==> src/rtl/ypbpr_csync_out.sv <==
// Registered component-video output stage: sync-on-Y with serrated vertical sync,
// or registered RGB pass-through with separate composite sync when YPbPr is disabled.
module ypbpr_csync_out #(
    parameter int unsigned CNT_W   = 12,
    parameter int unsigned BLACK_Y = 4,
    parameter int unsigned MID_C   = 32
) (
    input  logic       clk_sys,
    input  logic       reset,
    input  logic       ce_pix,
    input  logic       en_ypbpr,
    input  logic [5:0] y_in,
    input  logic [5:0] pb_in,
    input  logic [5:0] pr_in,
    input  logic       hs_in,
    input  logic       vs_in,
    input  logic       blank_in,
    output logic [5:0] y_out,
    output logic [5:0] pb_out,
    output logic [5:0] pr_out,
    output logic       hs_out,
    output logic       vs_out,
    output logic       csync_out
);

    localparam logic [5:0]       BlackY = 6'(BLACK_Y);
    localparam logic [5:0]       MidC   = 6'(MID_C);
    localparam logic [CNT_W-1:0] CntMax = '1;
    localparam logic [CNT_W-1:0] CntOne = CNT_W'(1);

    logic [CNT_W-1:0] pos_q, pos_d;
    logic [CNT_W-1:0] hlen_q, hlen_d;
    logic [CNT_W-1:0] hsw_q, hsw_d;
    logic [CNT_W-1:0] wcnt_q, wcnt_d;
    logic             hs_prev_q, hs_prev_d;
    logic             valid_q, valid_d;

    logic [5:0] y_out_q, y_out_d;
    logic [5:0] pb_out_q, pb_out_d;
    logic [5:0] pr_out_q, pr_out_d;
    logic       hs_out_q, hs_out_d;
    logic       vs_out_q, vs_out_d;
    logic       cs_out_q, cs_out_d;

    logic             rise, fall;
    logic [CNT_W-1:0] pos_inc, cur, half;
    logic             in_gap, cs;

    always_comb begin
        rise    = hs_in & ~hs_prev_q;
        fall    = ~hs_in & hs_prev_q;
        pos_inc = (pos_q == CntMax) ? CntMax : pos_q + CntOne;
        cur     = rise ? '0 : pos_inc;
        half    = hlen_q >> 1;

        // Serration gaps: one ending at mid-line, one ending at line end, each hsw wide.
        in_gap = (hsw_q < half) &&
                 (((cur >= half - hsw_q) && (cur < half)) || (cur >= hlen_q - hsw_q));

        if (!vs_in) begin
            cs = hs_in;
        end else if (!valid_q) begin
            cs = 1'b1;
        end else begin
            cs = ~in_gap;
        end
    end

    always_comb begin
        pos_d     = pos_q;
        hlen_d    = hlen_q;
        hsw_d     = hsw_q;
        wcnt_d    = wcnt_q;
        hs_prev_d = hs_prev_q;
        valid_d   = valid_q;
        y_out_d   = y_out_q;
        pb_out_d  = pb_out_q;
        pr_out_d  = pr_out_q;
        hs_out_d  = hs_out_q;
        vs_out_d  = vs_out_q;
        cs_out_d  = cs_out_q;

        if (ce_pix) begin
            pos_d     = cur;
            hs_prev_d = hs_in;

            if (rise) begin
                hlen_d  = pos_inc;
                valid_d = valid_q | (hlen_q != '0);
                wcnt_d  = CntOne;
            end else if (hs_in && (wcnt_q != CntMax)) begin
                wcnt_d = wcnt_q + CntOne;
            end

            if (fall) begin
                hsw_d = wcnt_q;
            end

            hs_out_d = hs_in;
            vs_out_d = vs_in;
            cs_out_d = cs;

            if (en_ypbpr && cs) begin
                y_out_d  = '0;
                pb_out_d = MidC;
                pr_out_d = MidC;
            end else if (en_ypbpr && blank_in) begin
                y_out_d  = BlackY;
                pb_out_d = MidC;
                pr_out_d = MidC;
            end else begin
                y_out_d  = y_in;
                pb_out_d = pb_in;
                pr_out_d = pr_in;
            end
        end
    end

    always_ff @(posedge clk_sys) begin
        if (reset) begin
            pos_q     <= '0;
            hlen_q    <= '0;
            hsw_q     <= '0;
            wcnt_q    <= '0;
            hs_prev_q <= 1'b0;
            valid_q   <= 1'b0;
            y_out_q   <= '0;
            pb_out_q  <= MidC;
            pr_out_q  <= MidC;
            hs_out_q  <= 1'b0;
            vs_out_q  <= 1'b0;
            cs_out_q  <= 1'b0;
        end else begin
            pos_q     <= pos_d;
            hlen_q    <= hlen_d;
            hsw_q     <= hsw_d;
            wcnt_q    <= wcnt_d;
            hs_prev_q <= hs_prev_d;
            valid_q   <= valid_d;
            y_out_q   <= y_out_d;
            pb_out_q  <= pb_out_d;
            pr_out_q  <= pr_out_d;
            hs_out_q  <= hs_out_d;
            vs_out_q  <= vs_out_d;
            cs_out_q  <= cs_out_d;
        end
    end

    assign y_out     = y_out_q;
    assign pb_out    = pb_out_q;
    assign pr_out    = pr_out_q;
    assign hs_out    = hs_out_q;
    assign vs_out    = vs_out_q;
    assign csync_out = cs_out_q;

endmodule

==> config.mk <==
export PLATFORM = sky130hd
export DESIGN_NAME = ypbpr_csync_out
export DESIGN_NICKNAME = d
export VERILOG_FILES = /design/src/rtl/ypbpr_csync_out.sv
export SDC_FILE = /design/constraint.sdc
export NUM_CORES = 1
export LEC_CHECK = 0
export CORE_MARGIN = 5
export CORE_UTILIZATION = 53
export CTS_BUF_LIST = sky130_fd_sc_hd__clkbuf_16
export CTS_CLUSTER_DIAMETER = 200
export DETAILED_ROUTE_END_ITERATION = 10
export HOLD_SLACK_MARGIN = 0.12
export PLACE_DENSITY = 0.88
export SYNTH_ARGS = -nofsm -noshare
export SYNTH_HDL_FRONTEND = slang
export SYNTH_SLANG_ARGS = --single-unit
==> constraint.sdc <==
create_clock -name clk_sys -period 3.8 [get_ports clk_sys]
set_clock_uncertainty 0.05 [all_clocks]
set_input_delay 0.38 -clock clk_sys [delete_from_list [all_inputs] [get_ports clk_sys]]
set_output_delay 0.38 -clock clk_sys [all_outputs]
set_load 0.02 [all_outputs]
* Word-level counts from Yosys, hierarchy flattened
Index checks and enable logic that the tools add are counted.
Word-level totals: word-level logic and storage cells 50, output and inout port bits 21, register bits after elaboration 70
Operators by class: magnitude comparators 4, reductions and logical operators 11, mux-type cells 12, add/sub/neg operators 4, equality and inequality tests 2, bitwise gates (word level) 6
Operator list (count):
- 2-to-1 mux 12 bit | 4
- 2-to-1 mux 6 bit | 6
- adder 12 x 1 -> 12 bit, second input constant | 2
- greater-or-equal comparator 12 bit | 2
- < comparator 12 x 11 -> 1 bit | 2
- equality test 12 bit, second input constant | 1
- != test 12 bit, second input constant | 1
- nonzero test 12 bit | 1
- subtractor 11 x 12 -> 12 bit | 1
- subtractor 12 bit | 1
- AND reduction 2 bit | 3
- logical AND 1 bit | 5
- NOT 1 bit | 3
- AND 1 bit | 2
- 2-to-1 mux 1 bit | 2
- nonzero test 2 bit | 1
- logical OR 1 bit | 1
- OR 1 bit | 1

* Depth between registers and ports, before layout
Gate-level depths: netlist of the first run.
word-level depth 12, depth in mapped cells 19

* Worst setup path after synthesis of the first run
No wires, ideal clock.
kind reg-to-reg, from reg hlen_q[0], to reg y_out_q[2], in the netlist y_out[2], data arrival time 3.487 ns, library setup time 0.140 ns, period minus slack after synthesis 3.677 ns, path slack 0.123 ns, required time 3.610 ns, cell stages (with the launch flop) 20, path through dfxtp_1 -> inv_1 -> ha_1 -> inv_1 -> fa_1 -> a21o_1 -> a21oi_1 -> o21bai_1 -> a2111oi_0 -> o31ai_1 -> a21oi_1 -> xor2_1 -> ha_1 -> a211o_1 -> o22ai_1 -> a21o_1 -> o22ai_1 -> nor2_4 -> buf_6 -> o31ai_4
Between the ends: longest elaborated chain between the ends 9
RTL lines:
- start: declaration | line 32 | logic [CNT_W-1:0] hlen_q, hlen_d;
- start signal: assignment | line 135 | hlen_q <= hlen_d;
- subtractor 12 bit | line 58 | (((cur >= half - hsw_q) && (cur < half)) || (cur >= hlen_q - hsw_q));
- greater-or-equal comparator 12 bit | line 58
- logical OR 1 bit | line 58
- logical AND 1 bit | line 57 | in_gap = (hsw_q < half) &&
- NOT 1 bit | line 65 | cs = ~in_gap;
- 2-to-1 mux 1 bit | line 62 | end else if (!valid_q) begin
- 2-to-1 mux 1 bit | line 60 | if (!vs_in) begin
- logical AND 1 bit | line 103 | if (en_ypbpr && cs) begin
- 2-to-1 mux 6 bit | line 103
- end signal: assignment | line 140 | y_out_q <= y_out_d;
- end: declaration | line 38 | logic [5:0] y_out_q, y_out_d;
No other way between the ends. A chain may end at the register's enable or synchronous reset.

* Final worst setup path of the first run
from reg hlen_q[1], to reg y_out_q[0], in the netlist y_out[0]
Between the ends: longest elaborated chain between the ends 10, elaborated cells between the ends (all ways) 14, classes of those cells add/sub (2); order compare (4); mux (3); bitwise (1); reduce/logical (4)
RTL lines (line):
- subtractor 11 x 12 -> 12 bit | 58
- greater-or-equal comparator 12 bit | 58
- logical AND 1 bit | 58
- logical OR 1 bit | 58
- logical AND 1 bit (*) | 57
- NOT 1 bit (*) | 65
- 2-to-1 mux 1 bit (*) | 62
- 2-to-1 mux 1 bit (*) | 60
- logical AND 1 bit (*) | 103
- 2-to-1 mux 6 bit (*) | 103
Every way passes the cells marked *; elsewhere a longest branch is shown, timed or not.

==> run metrics, run 1 <==
fin crit period 3.89 ns; Row Count 35; # nets final 739; Worst-path clk slew 0.06 ns; GRT Residual Overflow 0; first-pass GRT wire length 22.4 mm; Worst-Skew Late Latency 0.34 ns; Slew headroom 18.9%; worst setup margin -0.0883 ns; clock buffer depth 2; Worst Path Arrival 4.01 ns; Placer Congestion 0.938; via/cell ratio 6.18; Synth area leader dfxtp_1; Synth Flop Type dfxtp_1; starting density of the core 53.6%; vias in the first global route 4714; final WL 14.7 mm; Net Count, Synth 663; Buffers on Ports 45; height of the die 106 microns; Num CTS Buffers 9; synth unique cells 50; Critical Path RT 3.92 ns; max-slew violation count 0; die width 106 microns; CTS Sinks 70; Mapped Area 4860 sq um; largest net degree at the start of global routing 26; CTS root buffer clkbuf_16; Routed Antenna Nets 0; Yosys warnings 0; layout cell share with drive strength beyond 1 15.5%; number of max-cap violations 0; Critical Path Source hlen_q[1]; gr usage total 24.7%; pre-CTS WS -0.246 ns; Synth area leaders dfxtp_1, ha_1, a21oi_1; metal1 wirelength 5.91 mm; status finished, violations left; Crit. End Element flop; most common cell after layout, fill and taps aside dfxtp_1; Antenna diodes 0; Slew @ Worst Pin 1.22 ns; Final setup violation count 16; Die Footprint 11200 sq um; failing checks negative setup slack; DR vias 4762; routed len/inst 19.2 microns; Pre-antenna DRT Iters 7; most frequent cells in the layout dfxtp_1, ha_1, nor2_1, nand2_1, inv_1; CTS tree yes; count of final hold-check violations 0; P&R area growth vs syn 27.2%; worst r2r path cells 17; period utilisation layout 102%; Setup TNS -0.896 ns; power density over the cells 311 nW/um^2; unrepaired setup endpoints after global routing yes; number of I/O pins 46; gate count of the mapped netlist 578; hold crit path type reg -> reg; register area share after synthesis 28.9%; met2 WL 7.22 mm; top layer in use met4; CP endpoint y_out[0]; Synth top area share 28.9%; Leak 2.54 nW; Post-synth EDFFs 0; Worst VDD drop 0.268 mV; initial antenna violation count 0; DR WL met3 967 microns; Synth Register Bits 70; syn avg cell area 8.40 sq um; Synth async-reset ratio 0%; First DRT Iteration DRCs 294; Worst Setup Start Kind flop; post-DP HPWL 10.1 mm; Fmax 257 MHz; peak fanout along the critical path 9; Hold-fix buffers, CTS 0; FF-to-FF setup slack -0.09 ns; worst reg2reg endpoint y_out[0]; drc violations 0; final-layout fill cell count 634; H-tree Lvls 3; core area 9060 sq um; reg-to-reg startpoint hlen_q[1]; critical path class reg -> reg
==> layer usage <==
metal  global-route usage (%)  up-vias
met1                     29.0     2223
met2                     42.4      224
met4                     12.6        0
met5                        0        -
met3                     5.33       62
li1                         -     2253
==> cell usage after synthesis, drive strengths merged (2+ instances only) <==
cell type	number
mux2i	15
nand2	50
xor2	20
nand4	11
nor2	55
o211ai	2
o31ai	5
a32oi	15
a2111oi	2
buf	2
o41a	3
nand3	10
nor4	3
nor3	6
a211o	3
o21a	6
o21ai	24
ha	58
nor2b	6
a21oi	44
or2	5
o21bai	3
and2	5
nand2b	8
a21o	7
a211oi	8
o41ai	15
clkbuf	18
and3	4
and4	4
xnor2	13
o22ai	9
fa	2
dfxtp	70
inv	51
or3	5
o32a	2
==> where the power goes <==
group          internal, mW  switching [mW]
registers             0.750          0.0136
clock network         0.576           0.331
logic                 0.116           0.137
total                  1.44           0.482
==> area by class of cell <==
| cell class | count | area [sq um] | share of cell area [%] |
|---|---|---|---|
| Timing Repair Buffer | 85 | 806 | 13.0 |
| Sequential cell | 70 | 1410 | 22.8 |
| Tap cell | 111 | 139 | 2.25 |
| Clock inverter | 7 | 97.6 | 1.58 |
| Multi-Input combinational cell | 437 | 3310 | 53.6 |
| Inverter | 51 | 191 | 3.10 |
| Clock buffer | 9 | 225 | 3.64 |
==> metrics by stage <==
| step | hold slack (ns) | std cells | utilization [%] | power, mW | instance area, sq um |
|---|---|---|---|---|---|
| finish | 0.406 | 770 | 68.2 | 1.92 | 6180 |
| global placement | 0.394 | 742 | 61.6 | 0.988 | 5590 |
| global route | 0.432 | 770 | 68.2 | 1.98 | 6180 |
| floorplan | 0.386 | 578 | - | 0.902 | 4860 |
| CTS | 0.408 | 760 | 65.7 | 1.90 | 5950 |
| detailed placement | 0.401 | 742 | 61.6 | 0.994 | 5590 |
==> cells by family (layout without fill, tap and decap cells) <==
family	Yosys count	after routing	synth area share (%)
buffers and inverters	71	152	5.64
AND/OR/NAND/NOR	174	174	17.3
adder cells (fa/ha/maj)	60	60	15.8
XOR/XNOR	33	33	5.95
AO/OA/AOI/OAI	155	155	23.4
multiplexers	15	15	3.09
flip-flops	70	70	28.9
==> worst min path at each step <==
stage	slack [ns]	cells past startpoint	end	startpoint
6_report	0.41	2	hsw_q[6]	hsw_q[6]
5_1_grt	0.43	2	hsw_q[7]	hsw_q[7]
4_1_cts	0.41	2	hsw_q[2]	hsw_q[2]
3_5_place_dp	0.40	2	hsw_q[2]	hsw_q[2]
3_3_place_gp	0.39	2	pr_out[3]	pr_out[3]
2_1_floorplan	0.39	2	hsw_q[10]	hsw_q[10]
==> worst max-delay path, cell delays in order, from the launching register on <==
cell and delay (ns):
dfxtp_4 0.37, buf_6 0.12, ha_4 0.22, nor2b_4 0.12, o21a_1 0.21, o21ai_2 0.19
a21oi_2 0.09, a41o_1 0.23, o41a_1 0.39, xnor2_1 0.14, ha_1 0.32, a211o_1 0.34
o22ai_2 0.17, a21o_1 0.17, o22ai_4 0.10, nor2_4 0.22, clkbuf_16 0.22, o41ai_2 0.07
==> flip-flops by register name, summed over array words and instances (netlist names) <==
register,flops
hlen_q,12
pr_out,6
wcnt_q,12
hs_out,1
valid_q,1
csync_out,1
pb_out,6
y_out,6
vs_out,1
hsw_q,12
pos_q,12
==> what timing repair did <==
action,CTS,global route
setup endpoints to repair,19,19
gates resized for setup,10,30
buffers inserted,2,9
pin swaps,4,13
cloned,0,2
Note: power is estimated with default switching activity, not from simulation.
==> run 2, diff against run 1 <==
Settings changed: TNS_END_PERCENT from default to 1.
==> run 2 against run 1 <==
Effect of this change:
- the flow still finishes with violations (negative setup slack)
- power down 1.1%
- core utilization fell by 2.2 points
- non-clock buffer count fell by 10
- first-iteration DRC count up 8.2%
- final cell count decreased by 1.3%
- cell area decreased by 3.2%
- wire length shrank 6.9%
- die area unchanged
- sequential power hardly changed
- fmax shrank 0.59%
- register-to-register slack worse by 0.02 ns
- largest cell class unchanged
- highest routed layer unchanged
==> run metrics, run 2 (synthesis gave the netlist of run 1 again) <==
First DRT Iteration DRCs 318 (was 294); die width 106 microns (unchanged); Placer Congestion 0.938 (unchanged); unrepaired setup endpoints after global routing yes (unchanged); Leak 2.45 nW (was 2.54 nW); placed standard-cell area 5590 sq um (unchanged); Fmax 256 MHz (was 257 MHz); count of final hold-check violations 0 (unchanged); via/cell ratio 6.16 (was 6.18); critical path class reg -> reg (unchanged); total power 1.90 mW (was 1.92 mW); final instance area 5980 sq um (was 6180 sq um); Worst VDD drop 0.263 mV (was 0.268 mV); met3 Use GR 5.39% (was 5.33%); first-pass GRT wire length 22.3 mm (was 22.4 mm); height of the die 106 microns (unchanged); # nets final 729 (was 739); Row Count 35 (unchanged); largest net degree at the start of global routing 26 (unchanged); Buffers on Ports 45 (unchanged); failing checks negative setup slack (unchanged); most frequent cells in the layout dfxtp_1, ha_1, nor2_1, inv_1, nand2_1 (was dfxtp_1, ha_1, nor2_1, nand2_1, inv_1); Worst Path Arrival 4.08 ns (was 4.01 ns); CTS tree yes (unchanged); final WL 13.7 mm (was 14.7 mm); layout cell share with drive strength beyond 1 11.4% (was 15.5%); Slew headroom 19.8% (was 18.9%); DR vias 4683 (was 4762); fin crit period 3.91 ns (was 3.89 ns); post-DP HPWL 10.1 mm (unchanged); P&R area growth vs syn 23.2% (was 27.2%); Worst-path clk slew 0.06 ns (about the same); Worst Setup Start Kind flop (unchanged); peak fanout along the critical path 18 (was 9); Crit. End Element flop (unchanged); max-slew violation count 0 (unchanged); clock buffer depth 2 (unchanged); core area 9060 sq um (unchanged); GRT met2 Usage 42.1% (was 42.4%); status finished, violations left (unchanged); CTS root buffer clkbuf_16 (unchanged); period utilisation layout 103% (was 102%); number of max-cap violations 0 (unchanged); H-tree Lvls 3 (unchanged); power density over the cells 318 nW/um^2 (was 311 nW/um^2); most common cell after layout, fill and taps aside dfxtp_1 (unchanged); Routed Antenna Nets 0 (unchanged); Num CTS Buffers 9 (unchanged); routed len/inst 18.1 microns (was 19.2 microns); number of I/O pins 46 (unchanged); Critical Path RT 3.96 ns (was 3.92 ns); worst setup margin -0.112 ns (was -0.0883 ns); starting density of the core 53.6% (unchanged); gr usage total 24.6% (was 24.7%); vias in the first global route 4700 (was 4714); CTS Sinks 70 (unchanged); met1 usage 28.9% (was 29.0%); Antenna diodes 0 (unchanged); drc violations 0 (unchanged); Worst-Skew Late Latency 0.33 ns (was 0.34 ns); Hold-fix buffers, CTS 0 (unchanged); initial antenna violation count 0 (unchanged); GRT Residual Overflow 0 (unchanged); pre-CTS WS -0.246 ns (unchanged); Final setup violation count 18 (was 16); Die Footprint 11200 sq um (unchanged); Slew @ Worst Pin 1.20 ns (was 1.22 ns); Pre-antenna DRT Iters 5 (was 7); GRT busiest layer met2 (unchanged); hold crit path type reg -> reg (unchanged)
==> run 2: cell count changes in the layout (fill, tap and decap cells not counted), moves of 3 or more <==
cell and change:
buf_4 -6, a21oi_1 +3, a21oi_2 -3, inv_1 +3
inv_2 -3
==> run 2: worst max-delay path, cell delays in order (launching register included) <==
cell	delay, ns
dfxtp_1	0.31
inv_1	0.09
ha_1	0.18
inv_1	0.06
fa_2	0.35
a21o_1	0.19
a21oi_2	0.17
o21bai_2	0.09
a2111oi_2	0.36
buf_4	0.17
o31ai_1	0.06
a21oi_1	0.18
xor2_1	0.18
ha_2	0.20
a211o_1	0.15
o22ai_2	0.09
a21o_1	0.20
o22ai_4	0.15
nor2_4	0.06
buf_12	0.17
o41a_1	0.32
==> run 2: where the power goes <==
group	internal, mW	total, mW	switching [mW]
logic	0.105	0.233	0.129
registers	0.750	0.763	0.0127
clock network	0.576	0.906	0.330
total	1.43	1.90	0.471
==> run 2: what timing repair did <==
item,in CTS,in global routing
setup buffers,2,0
pin swaps,4,4
endpoints found under the setup margin,19,19
resized for setup,7,8
==> run 2: area by class of cell <==
type                    instances  area (sq um)
multi-input cells             437          3240
flip-flops and latches         70          1400
fillers                       676          3080
repair buffers                 75           688
inverters                      51           191
well taps                     111           139
clock buffers                   9           225
clock inverters                 7          97.6
==> run 2: through the flow <==
step	utilization, %	std cells	hold WS, ns	TNS (ns)
floorplan	-	578	0.386	0
global placement	61.6	742	0.394	-0.846
detailed placement	61.6	742	0.401	-2.56
CTS	65.6	760	0.408	-0.0225
global route	66.0	760	0.432	-4.11
finish	66.0	760	0.406	-0.420
==> run 2: routing by layer <==
metal  vias up  routed length, microns
li1       2244                       -
met1      2199                    5670
met2       185                    6600
met3        55                     890
met4         0                     565
met5         -                       0
==> run 2: worst paths after layout <==
path | start | to | slack [ns] | depth (start not counted)
max | hlen_q[0] | pb_out[5] | -0.11 | 20
min | hsw_q[6] | hsw_q[6] | 0.41 | 2
max reg2reg | hlen_q[0] | pb_out[5] | -0.11 | 20
min reg2reg | hsw_q[6] | hsw_q[6] | 0.41 | 2
